<file path="src/rtl/uart_tx_sched.sv">
// Transmit-side character scheduler: circular FIFO (or single holding register),
// THRE/TEMT status, threshold interrupt and sticky overrun flag.
module uart_tx_sched #(
  parameter int DEPTH  = 16,
  parameter int DATA_W = 8,
  parameter int AW     = 4
) (
  input  logic              pclk,
  input  logic              prst,
  input  logic              utrst,
  input  logic              fifo_en,
  input  logic              tx_fifo_rst,
  input  logic [1:0]        trig_level,
  input  logic              wr_en,
  input  logic [DATA_W-1:0] wr_data,
  input  logic              tsr_load,
  input  logic              tx_idle,
  input  logic              err_clr,
  output logic [DATA_W-1:0] tsr_data,
  output logic              thre,
  output logic              temt,
  output logic              full,
  output logic [AW:0]       count,
  output logic              tx_trig_irq,
  output logic              overrun_err
);

  logic [DATA_W-1:0] r_mem [DEPTH];
  logic [AW-1:0]     r_wr_ptr;
  logic [AW-1:0]     r_rd_ptr;
  logic [AW:0]       r_count;
  logic              r_fifo_en;
  logic              r_irq;
  logic              r_ovr;

  logic              w_flush;
  logic [AW:0]       w_cap;
  logic              w_empty;
  logic              w_pop;
  logic              w_wr_acc;
  logic              w_wr_rej;
  logic [AW+3:0]     w_thresh;
  logic              w_irq_nxt;

  // Any mode change empties the buffer so stale characters never leak across modes.
  assign w_flush  = prst | tx_fifo_rst | ~utrst | (fifo_en ^ r_fifo_en);
  assign w_cap    = fifo_en ? (AW+1)'(DEPTH) : (AW+1)'(1);
  assign w_empty  = (r_count == '0);
  assign w_pop    = tsr_load & ~w_flush & ~w_empty;
  assign w_wr_acc = wr_en & ~w_flush & ((r_count < w_cap) | w_pop);
  assign w_wr_rej = wr_en & ~w_flush & ~w_wr_acc;

  always_comb begin
    w_thresh = '0;
    case (trig_level)
      2'b01:   w_thresh = (AW+4)'(2);
      2'b10:   w_thresh = (AW+4)'(4);
      2'b11:   w_thresh = (AW+4)'(8);
      default: w_thresh = '0;
    endcase
  end

  assign w_irq_nxt = fifo_en ? ({3'b000, r_count} <= w_thresh) : w_empty;

  always_ff @(posedge pclk) begin
    r_fifo_en <= fifo_en;
    if (w_flush) begin
      r_wr_ptr <= '0;
      r_rd_ptr <= '0;
      r_count  <= '0;
    end else begin
      if (w_wr_acc) r_wr_ptr <= r_wr_ptr + AW'(1);
      if (w_pop)    r_rd_ptr <= r_rd_ptr + AW'(1);
      case ({w_wr_acc, w_pop})
        2'b10:   r_count <= r_count + (AW+1)'(1);
        2'b01:   r_count <= r_count - (AW+1)'(1);
        default: r_count <= r_count;
      endcase
    end
  end

  always_ff @(posedge pclk) begin
    if (w_wr_acc) r_mem[r_wr_ptr] <= wr_data;
  end

  // Status registers: set of overrun takes precedence over its clear.
  always_ff @(posedge pclk) begin
    if (prst) begin
      r_ovr <= 1'b0;
      r_irq <= 1'b1;
    end else begin
      if (w_wr_rej)     r_ovr <= 1'b1;
      else if (err_clr) r_ovr <= 1'b0;
      r_irq <= w_irq_nxt;
    end
  end

  assign tsr_data    = w_empty ? '0 : r_mem[r_rd_ptr];
  assign thre        = w_empty;
  assign temt        = w_empty & tx_idle;
  assign full        = (r_count == w_cap);
  assign count       = r_count;
  assign tx_trig_irq = r_irq;
  assign overrun_err = r_ovr;

endmodule

</file>
<file path="config.mk">
export PLATFORM = sky130hd
export DESIGN_NAME = uart_tx_sched
export DESIGN_NICKNAME = d
export VERILOG_FILES = /design/src/rtl/uart_tx_sched.sv
export SDC_FILE = /design/constraint.sdc
export NUM_CORES = 1
export LEC_CHECK = 0
export ABC_AREA = 1
export CAP_MARGIN = 20
export CORE_MARGIN = 1
export CORE_UTILIZATION = 32
export CTS_CLUSTER_DIAMETER = 200
export DETAILED_ROUTE_END_ITERATION = 12
export PLACE_DENSITY = 0.52
export SLEW_MARGIN = 20
export SYNTH_ARGS = -nofsm -noshare
export SYNTH_HDL_FRONTEND = slang
export SYNTH_SLANG_ARGS = --single-unit
</file>
<file path="constraint.sdc">
create_clock -name pclk -period 5.8 [get_ports pclk]
set_input_delay 1.16 -clock pclk [delete_from_list [all_inputs] [get_ports pclk]]
set_output_delay 1.16 -clock pclk [all_outputs]
set_load 0.02 [all_outputs]
</file>
==> flow_summary.yaml <==
finish:
  nets: 598
  diodes: 0
  syn_to_final_growth_pct: 18.0
  utilization_pct: 38.4
  drive_above_1_share_pct: 9.34
setup_path:
  worstPathRequired_ns: 4.64
  path_class: "in2out"
  crit_chain: "clkdlybuf4s50_1, inv_2, ha_1, nand2_1, nor4_1, clkdlybuf4s50_1"
  arrival_ns: 2.96
  crit_fanout: 5
  crit_top_cell: "clkdlybuf4s50_1"
  max_stage_delay_ns: 0.65
  worstSetupEndpointType: "primary output"
  start_kind: "primary input"
  cpMaxStageDelayCell: "clkdlybuf4s50_1"
place:
  hpwl_mm: 9.10
  gp_congestion: 0.758
  io_buffers: 36
floorplanning:
  core-area_sq_um: 19500
  die_y_microns: 143
  ioPinCount: 37
  die_w_microns: 143
  initial_core_util_pct: 32.5
  num_rows: 51
  die_area_sq_um: 20400
run_status:
  status: "finished, final reports clean"
drt:
  wirelength_mm: 14.4
  drc_errors: 0
  final_antenna_net_count: 0
  drt_iter0_markers: 260
  vias_per_cell: 4.83
  via_count: 4072
  first_pass_iters: 5
  wl_per_cell_microns: 17.1
cts:
  cts_buffer_depth: 2
  insertion_delay_ns: 0.41
  cts_tree: "yes"
  root_buffer: "clkbuf_16"
  cts_buffers: 17
  hold_buffers: 0
  htreeDepth: 4
  clock_sinks: 148
  post-cts-setup-buffer-count: 0
  cts_resized: 0
  clk_pin_slew_ns: 0.05
synthesis:
  synth_area_per_cell_sq_um: 11.9
  synth_cell_types: 36
  synth_top_area_share_pct: 60.7
  netlist_area_sq_um: 6330
  ys.flop_type: "edfxtp_1"
  ys_ff_latch: 148
  synth_nets: 565
  yosysWarnings: 0
  yosysSeqAreaShare_pct: 67.0
  yosys-top-cells-area: "edfxtp_1 (61%), dfxtp_1 (6.3%), nand2_1 (4.6%)"
  synth_edf_count: 128
  syn_inst: 532
  synthArstFlopShare_pct: 0
  yosys.area.top_type: "edfxtp_1"
grt:
  grtUsageTotal_pct: 15.2
  grt_antenna_before_repair: 0
  overflow: 0
  busiest_layer: "met2"
  grt_pass1_wl_mm: 22.4
  grt_max_degree: 65
  grt_util_met3_pct: 4.19
  grt_use_met1_pct: 19.6
  use_met2_pct: 24.5
  grt_pass1_vias: 3975
timing:
  fin_skew_ns: 0.0101
  setup_tns_ns: 0
  slew_headroom_pct: 40.8
  clock.fmax_mhz: 243
  period_minus_slack_ns: 4.12
  grt_setup_unrepaired: "false"
  hold_viol_final: 0
  whs_ns: 0.481
  worstMarginPinSlew_ns: 0.888
  fin_crit_sh_pct: 71.0
  setup-violations-final: 0
  drv_slew: 0
power:
  p_leak_nw: 2.52
  powerDensity_nw_per_um2: 297
  vdd_drop_max_mv: 0.174
job:
  max_cap_violations: 0
min_path:
  hp-class: "reg2reg"
==> layout make-up <==
type	count	area [sq um]
Fill cell	1876	12000
Clock buffer	21	440
Timing Repair Buffer	38	375
Clock inverter	11	103
Tap cell	265	332
Multi-Input combinational cell	330	1860
Sequential cell	148	4250
Inverter	30	119
==> stage by stage <==
step	power [mW]	cells	setup WS, ns	area (sq um)
2_1_floorplan	1.20	532	2.49	6330
3_3_place_gp	1.23	811	1.69	6930
3_5_place_dp	1.23	811	1.69	6930
4_1_cts	2.24	843	1.65	7470
5_1_grt	2.28	843	1.47	7470
6_report	2.22	843	1.68	7470
==> final timing paths <==
| check | startpoint | to | slack [ns] | cells after the start |
|---|---|---|---|---|
| worst max-delay path | fifo_en | full | 1.68 | 6 |
| worst min-delay path | overrun_err | overrun_err | 0.48 | 2 |
| worst max register to register | count[0] | r_mem[9][5] | 3.40 | 8 |
| worst min register to register | overrun_err | overrun_err | 0.48 | 2 |
==> cell usage after synthesis (all sizes together) (5+ instances only) <==
library cell and n:
o21ai 36, ha 13, a32oi 5, nand2 84, nand3 20, clkbuf 9, nor2 76, a21oi 41
buf 15, edfxtp 128, inv 27, o221ai 22, o21bai 22, dfxtp 20
==> placed cells by master, fill, tap and decap left out, types with 4 or more instances in the layout <==
cell type and instances:
o21ai_0 34, nand2_1 77, clkinv_2 4, o221ai_1 22
clkdlybuf4s50_1 36, clkbuf_1 4, nor2_1 73, clkbuf_16 17
inv_1 24, dfxtp_1 18, xor2_1 4, ha_1 13
nand3_1 18, edfxtp_1 128, o21bai_1 22, a32oi_1 5
a21oi_1 39
==> where the power goes <==
group | internal (mW) | switching (mW) | total [mW]
logic | 0.0193 | 0.0333 | 0.0527
clock network | 0.591 | 0.415 | 1.01
registers | 1.16 | 0.000693 | 1.16
==> registers in the layout, summed over array words and instances (netlist names), named ones only <==
signal       count
tx_trig_irq      1
r_fifo_en        1
r_rd_ptr         4
r_wr_ptr         4
overrun_err      1
count            5
r_mem          128
==> layer usage <==
metal	vias up	part of all wire [%]
met2	136	47
met4	0	1.2
met5	-	0
met1	1941	46
li1	1985	-
met3	10	5.6
==> cells by family (layout without fill, tap and decap cells) <==
kind of cell,Yosys count,count (layout),share of synthesized area (%)
xor+xnor,5,5,0.691
simple gates,184,184,12.9
fa+ha+maj,14,14,2.88
compound gates,127,127,12.9
buf+inv,54,100,3.67
flops,148,148,67.0
==> worst max-delay path, delay by kind of cell <==
family,cells,cell delay [ns]
buffers and inverters,3,1.28
adders and majority gates,1,0.30
and+or+nand+nor,2,0.22
Note: power is estimated with default switching activity, not from simulation.
